$ cat src/rtl/interp_timing_ctrl.sv
// Symbol-timing interpolator controller: a modulo-1 decrementing NCO that produces interpolate
// strobes, the fractional interval mu and on-time/mid-symbol markers for a timing-recovery loop.
module interp_timing_ctrl #(
    parameter int unsigned SETTLE_CNT = 8,
    parameter logic [15:0] W_MIN      = 16'h6000,
    parameter logic [15:0] W_MAX      = 16'hA000
) (
    input  logic               clk,
    input  logic               reset,
    input  logic               enable,
    input  logic               sample_valid,
    input  logic signed [15:0] w_in,
    input  logic               w_valid,
    output logic               interpolator_en,
    output logic        [15:0] f,
    output logic               symbol_strobe,
    output logic               mid_strobe,
    output logic        [1:0]  state
);

    localparam logic [15:0] W_NOM    = 16'h8000;
    localparam logic [15:0] ETA_INIT = 16'hFFFF;
    localparam int unsigned CNT_W    = $clog2(SETTLE_CNT + 2);
    localparam logic [CNT_W-1:0] CNT_LAST =
        CNT_W'((SETTLE_CNT == 0) ? 0 : SETTLE_CNT - 1);

    typedef enum logic [1:0] {
        StIdle   = 2'b00,
        StSettle = 2'b01,
        StTrack  = 2'b10
    } state_e;

    state_e           state_q, state_d;
    logic [15:0]      eta_q, eta_d;
    logic [15:0]      w_q, w_d;
    logic             phase_q, phase_d;
    logic [CNT_W-1:0] cnt_q, cnt_d;
    logic [15:0]      f_q, f_d;
    logic             ie_q, ie_d;
    logic             sym_q, sym_d;
    logic             mid_q, mid_d;

    logic               accept;
    logic               in_track;
    logic [16:0]        diff;
    logic               underflow;
    logic [16:0]        eta_x2;
    logic [15:0]        f_sat;
    logic signed [17:0] w_sum;
    logic signed [17:0] w_min_s;
    logic signed [17:0] w_max_s;
    logic [15:0]        w_clamped;

    assign in_track  = (state_q == StTrack);
    assign accept    = sample_valid && ((state_q == StSettle) || in_track);

    // Borrow out of the 17-bit subtraction marks an NCO wrap.
    assign diff      = {1'b0, eta_q} - {1'b0, w_q};
    assign underflow = diff[16];

    // mu = eta_old / W with W nominally one half, approximated as 2*eta and saturated.
    assign eta_x2    = {eta_q, 1'b0};
    assign f_sat     = eta_x2[16] ? 16'hFFFF : eta_x2[15:0];

    assign w_sum     = 18'sh08000 + {{2{w_in[15]}}, w_in};
    assign w_min_s   = $signed({2'b00, W_MIN});
    assign w_max_s   = $signed({2'b00, W_MAX});
    assign w_clamped = (w_sum < w_min_s) ? W_MIN :
                       (w_sum > w_max_s) ? W_MAX : w_sum[15:0];

    always_comb begin
        state_d = state_q;
        eta_d   = eta_q;
        w_d     = w_q;
        phase_d = phase_q;
        cnt_d   = cnt_q;
        f_d     = f_q;
        ie_d    = 1'b0;
        sym_d   = 1'b0;
        mid_d   = 1'b0;

        if (!enable) begin
            state_d = StIdle;
            eta_d   = ETA_INIT;
            w_d     = W_NOM;
            phase_d = 1'b0;
            cnt_d   = '0;
            f_d     = '0;
        end else begin
            unique case (state_q)
                StIdle: begin
                    state_d = StSettle;
                end
                StSettle: begin
                    if (sample_valid) begin
                        cnt_d = cnt_q + 1'b1;
                        if (cnt_q >= CNT_LAST) begin
                            state_d = StTrack;
                        end
                    end
                end
                StTrack: begin
                    // A coincident sample still uses w_q; the new step applies next sample.
                    if (w_valid) begin
                        w_d = w_clamped;
                    end
                end
                default: begin
                    state_d = StIdle;
                end
            endcase

            if (accept) begin
                eta_d = diff[15:0];
                if (underflow) begin
                    ie_d    = 1'b1;
                    f_d     = f_sat;
                    phase_d = ~phase_q;
                    sym_d   = in_track && !phase_q;
                    mid_d   = in_track && phase_q;
                end
            end
        end
    end

    always_ff @(posedge clk) begin
        if (!reset) begin
            state_q <= StIdle;
            eta_q   <= ETA_INIT;
            w_q     <= W_NOM;
            phase_q <= 1'b0;
            cnt_q   <= '0;
            f_q     <= '0;
            ie_q    <= 1'b0;
            sym_q   <= 1'b0;
            mid_q   <= 1'b0;
        end else begin
            state_q <= state_d;
            eta_q   <= eta_d;
            w_q     <= w_d;
            phase_q <= phase_d;
            cnt_q   <= cnt_d;
            f_q     <= f_d;
            ie_q    <= ie_d;
            sym_q   <= sym_d;
            mid_q   <= mid_d;
        end
    end

    assign interpolator_en = ie_q;
    assign f               = f_q;
    assign symbol_strobe   = sym_q;
    assign mid_strobe      = mid_q;
    assign state           = state_q;

endmodule

$ cat config.mk
export PLATFORM = sky130hd
export DESIGN_NAME = interp_timing_ctrl
export DESIGN_NICKNAME = d
export VERILOG_FILES = /design/src/rtl/interp_timing_ctrl.sv
export SDC_FILE = /design/constraint.sdc
export NUM_CORES = 1
export LEC_CHECK = 0
export BUFFER_PORTS_ARGS = -buffer_cell sky130_fd_sc_hd__clkbuf_2
export CORE_MARGIN = 3
export CORE_UTILIZATION = 50
export CTS_CLUSTER_DIAMETER = 150
export DETAILED_ROUTE_END_ITERATION = 10
export HOLD_SLACK_MARGIN = 0.02
export PLACE_DENSITY = 0.81
export SKIP_LAST_GASP = 1
export SYNTH_ARGS = -nofsm -noshare
export SYNTH_HDL_FRONTEND = slang
export SYNTH_SLANG_ARGS = --single-unit
$ cat constraint.sdc
create_clock -name clk -period 7.3 [get_ports clk]
set_input_delay 1.46 -clock clk [delete_from_list [all_inputs] [get_ports clk]]
set_output_delay 1.46 -clock clk [all_outputs]
set_load 0.05 [all_outputs]
# == Word-level counts from Yosys, hierarchy flattened ==
# Cells that the tools add are included.
# op_classes
addsub,3
n_mul,0
div_mod_pow,0
magnitude_cmp,3
n_eq_ne,4
shifts,0
mux,7
n_bitwise,2
n_reduce_logical,13
# op_table
cell,count
$mux W16,3
$add A17 B16 Y18 const A,1
$gt A18 B17 Y1 const B,1
$lt A18 B16 Y1 const B,1
$sub A16 B16 Y17,1
$reduce_and A2 Y1,4
$pmux W2 S3,1
$reduce_and A3 Y1,2
$add A4 B1 Y4 const B,1
$ge A4 B3 Y1 const B,1
$mux W2,2
$reduce_and A4 Y1,1
$logic_and A1 B1 Y1,3
$eq A2 B1 Y1 const B,1
$eq A2 B2 Y1 const B,1
$logic_not A2 Y1,1
$ne A2 B1 Y1 const B,1
$ne A2 B2 Y1 const B,1
$not A1 Y1,2
$logic_not A1 Y1,1
$logic_or A1 B1 Y1,1
$mux W1,1
# totals
ff_bits,58
latchBits,0
mem_bits_rw,0
rom_bits,0
out_inout_bits,21
wordCells,41
n_memories,0

# == Longest topological paths before layout ==
# depth
word_depth,4
mapped_depth,10
mapped_depth_nobuf,9

# == Least setup slack after synthesis ==
# OpenSTA, ideal clock, no wires.
# synth_path
path_kind,input to register
startpoint,in sample_valid
endpoint,"reg f_q[10], in the netlist f[10]"
setup_ns,0.081
t_arrival_ns,2.863
t_required_ns,7.219
setup_slack_ns,4.356
stages,7
cell_sequence,nand2_1 > or3_1 > a311o_1 > o21ai_4 > buf_6 > nor2_1 > a211oi_2
# synth_between
elab_chain_cells,2
# synth_lines
item,line_no,text
start: declaration,11,"input logic sample_valid,"
$logic_and A1 B1 Y1,55,assign accept = sample_valid && ((state_q == StSettle) || in_track);
$reduce_and A2 Y1 (no source line),--,
end signal: assignment,133,f_q <= '0;
end signal: assignment,143,f_q <= f_d;
end: declaration,38,"logic [15:0] f_q, f_d;"
# No other way between the ends.
# A chain may end at the register's enable or synchronous reset.

# == Worst setup path in the final report ==
# layout_path
startpoint,in sample_valid
endpoint,"reg mid_q, in the netlist mid_strobe"
# layout_between
elab_chain_cells,2
# layout_lines
item,line_no,text
$logic_and A1 B1 Y1,55,
$reduce_and A4 Y1 (no source line),--,
end signal: assignment,146,mid_q <= mid_d;
end: declaration,41,"logic mid_q, mid_d;"
# No other way between the ends.

==> results by group <==
Status
  – Status: finished, final reports clean

Setup path
  – CP startpoint kind: input port
  – Worst EP required: 7.58 ns
  – Max stage delay on crit path: 0.76 ns
  – CP Data Arrival Time: 4.20 ns
  – CP Cell Sequence: clkbuf_2 -> nand2_1 -> or3_1 -> a311o_1 -> o21ai_4 -> and2_1 -> and3_1
  – Max Fanout on Critical Path: 35
  – Critical Path Sink Type: register
  – CP top delay family: simple AND/OR/NAND/NOR gates
  – Worst path buffer plus inverter count: 1
  – Critical path's slowest cell: o21ai_4
  – WS Path Type: in -> reg

Route
  – Post-route ant nets: 0
  – Post-Route WL: 6.19 mm
  – Vias per inst: 5.44
  – # DRC: 0
  – DR pass1 iterations: 5
  – DRT iter0 DRCs: 199
  – DR WL/cell: 13.1 µm
  – Vias: 2561

Logic synthesis
  – Syn_nets: 404
  – Async SR Flop Fraction: 0%
  – Number of flops mapped to enable cells by yosys: 0
  – Area fraction of the dominant cell type after synthesis: 37.9%
  – Register area share after synthesis: 37.9%
  – Yosys top cell by area: dfxtp_1
  – Synthesized area: 3060 µm²
  – Main flop type after synthesis: dfxtp_1
  – Flops & latches, synth: 58
  – Post-synthesis cell count: 362
  – Syn_area_per_cell: 8.46 µm²
  – Synth warn: 0
  – Unique cell type count in the Yosys netlist: 40
  – Top cells by area, synth: dfxtp_1, ha_1, nor2_1

Clock network
  – Sink Count: 58
  – Clock-pin slew on the worst setup and hold paths: 0.06 ns
  – Cts-stage hold buffer count: 0
  – Htree depth: 3
  – Clk Latency, worst-skew pair: 0.34 ns
  – CTS Buf Count: 9
  – Max Buffers Root-to-Sink: 2
  – # Post-CTS Setup Buffers: 0
  – Post_cts resized: 0
  – Clk root buf: clkbuf_8
  – CTS tree: yes

STA
  – Worst clock skew: 0.00511 ns
  – Max-slew violations: 0
  – Hold Vio Cnt, Final: 0
  – Unrepaired setup endpoints after global routing: false
  – Setup_tns: 0 ns
  – Worst rel slew slack: 35.4%
  – Slew @ Worst Pin: 0.966 ns
  – Crit path time final: 3.92 ns
  – Hold_ws: 0.458 ns
  – Period Utilization, post-route: 53.8%
  – Count of final setup violators: 0
  – F_max: 0.255 GHz

Final layout
  – Final Non-Filler Cells: 471
  – NumNets Final: 438
  – Ant. Diodes: 0
  – Fin area: 3420 µm²
  – Share of layout cells above drive strength 1: 18.5%
  – Area growth syn-to-layout: 11.7%
  – Filler cell count: 516

Floorplanning
  – # IOs: 42
  – Starting Density: 53.7%
  – Die Ht: 84.3 µm
  – Rows: 27
  – Core Area: 5710 µm²
  – Die W: 84.3 µm
  – Die area: 7100 µm²

GRT
  – Grt ovf: 0
  – Largest net degree at the start of global routing: 45
  – First-pass GRT wire length: 10.8 mm
  – GRT Overall Usage: 18.6%
  – Vias in the first global route: 2364
  – Initial antenna violation count: 0

Power
  – Final Power: 0.604 mW
  – LEAKAGE: 1.36 nW
  – VDD IR max: 0.0000907 V
  – Pwr Density: 176 nW/µm²

Place
  – RePlAce Congestion: 0.880
  – I/O Buffers: 41
  – Placed cell areas: 3270 µm²
  – Placed insts: 457
  – Dpl hpwl: 4.54 mm

Min path
  – Worst min-delay path category: reg -> reg

Job
  – Max-cap violations: 0
## state kept, by name (all words and copies together), names as in the netlist
| name | flops |
|---|---|
| cnt_q | 4 |
| f | 16 |
| eta_q | 16 |
| w_q | 16 |
| phase_q | 1 |
| symbol_strobe | 1 |
| state | 2 |
| interpolator_en | 1 |
| mid_strobe | 1 |
## synth_stat cells, types with 4 or more instances
library cell,instances
mux2i_1,4
o21ai_0,15
buf_6,4
a21o_1,5
a22oi_1,13
nand2b_1,7
clkbuf_1,14
dfxtp_1,58
xnor2_1,6
nor2_1,55
ha_1,20
and2_1,4
nand2_1,28
a211oi_1,9
a211oi_2,11
nor2_2,4
a21oi_1,24
nor3_1,4
o211ai_1,10
xor2_1,8
nand3_1,10
inv_1,20
## cell type report
class / count / area (µm²) / area share [%]
clock buffers: 10 / 138 / 4.02
clock inverters: 4 / 20.0 / 0.585
inverters: 20 / 75.1 / 2.19
multi-input cells: 265 / 1730 / 50.4
flip-flops and latches: 58 / 1160 / 33.9
well taps: 72 / 90.1 / 2.63
repair buffers: 42 / 213 / 6.21
## kinds of logic after synthesis
kind of cell	synth area share, %
AOI/OAI and AO/OA	23.1
xor gates and xnor gates	4.00
adders and majority gates	8.82
buffers and inverters	5.76
DFF	37.9
muxes	1.31
and+or+nand+nor	19.2
## power by group
part | switching, mW | internal (mW) | total [mW]
combinational | 0.0234 | 0.0130 | 0.0363
clock | 0.120 | 0.126 | 0.246
sequential | 0.00275 | 0.319 | 0.322
## routing by layer
| metal | vias up | global-route usage [%] | share of wire, % |
|---|---|---|---|
| met3 | 8 | 4.71 | 6.1 |
| met4 | 0 | 8.63 | 1.5 |
| li1 | 1338 | - | - |
| met5 | - | 0 | 0 |
| met1 | 1139 | 26.2 | 51 |
| met2 | 76 | 26.5 | 41 |
## placed cells by master, fill, tap and decap left out, types with 2 or more instances in the layout
cell       count
and3_1         2
inv_1         20
xnor2_1        6
nand2_1       28
xor2_1         8
nor2_1        55
a21oi_1       24
nor4_1         3
nand3_1       10
clkbuf_2      41
a211oi_1       9
nand2b_1       7
mux2i_1        4
nor2_2         4
o211ai_1      10
or3_1          3
nor3b_1        2
a22oi_1       13
clkinv_2       4
ha_1          20
dfxtp_1       58
a211oi_2      11
or4_1          2
nand4_1        3
nor3_1         4
nor2b_1        2
o21ai_0       15
clkbuf_8      10
a21o_1         5
o2111ai_1      2
and2_1         4
## final timing paths
kind | start | end | slack (ns) | cells past startpoint
max | sample_valid | mid_strobe | 3.38 | 7
min | phase_q | symbol_strobe | 0.46 | 1
max reg2reg | state[1] | mid_strobe | 3.91 | 8
min reg2reg | phase_q | symbol_strobe | 0.46 | 1
## through the flow
stage / setup WS, ns / util [%]
2_1_floorplan: 4.36 / -
3_3_place_gp: 3.12 / 57.2
3_5_place_dp: 3.06 / 57.2
4_1_cts: 3.41 / 60.0
5_1_grt: 3.13 / 60.0
6_report: 3.38 / 60.0
Power figures use the tool's default switching activity.
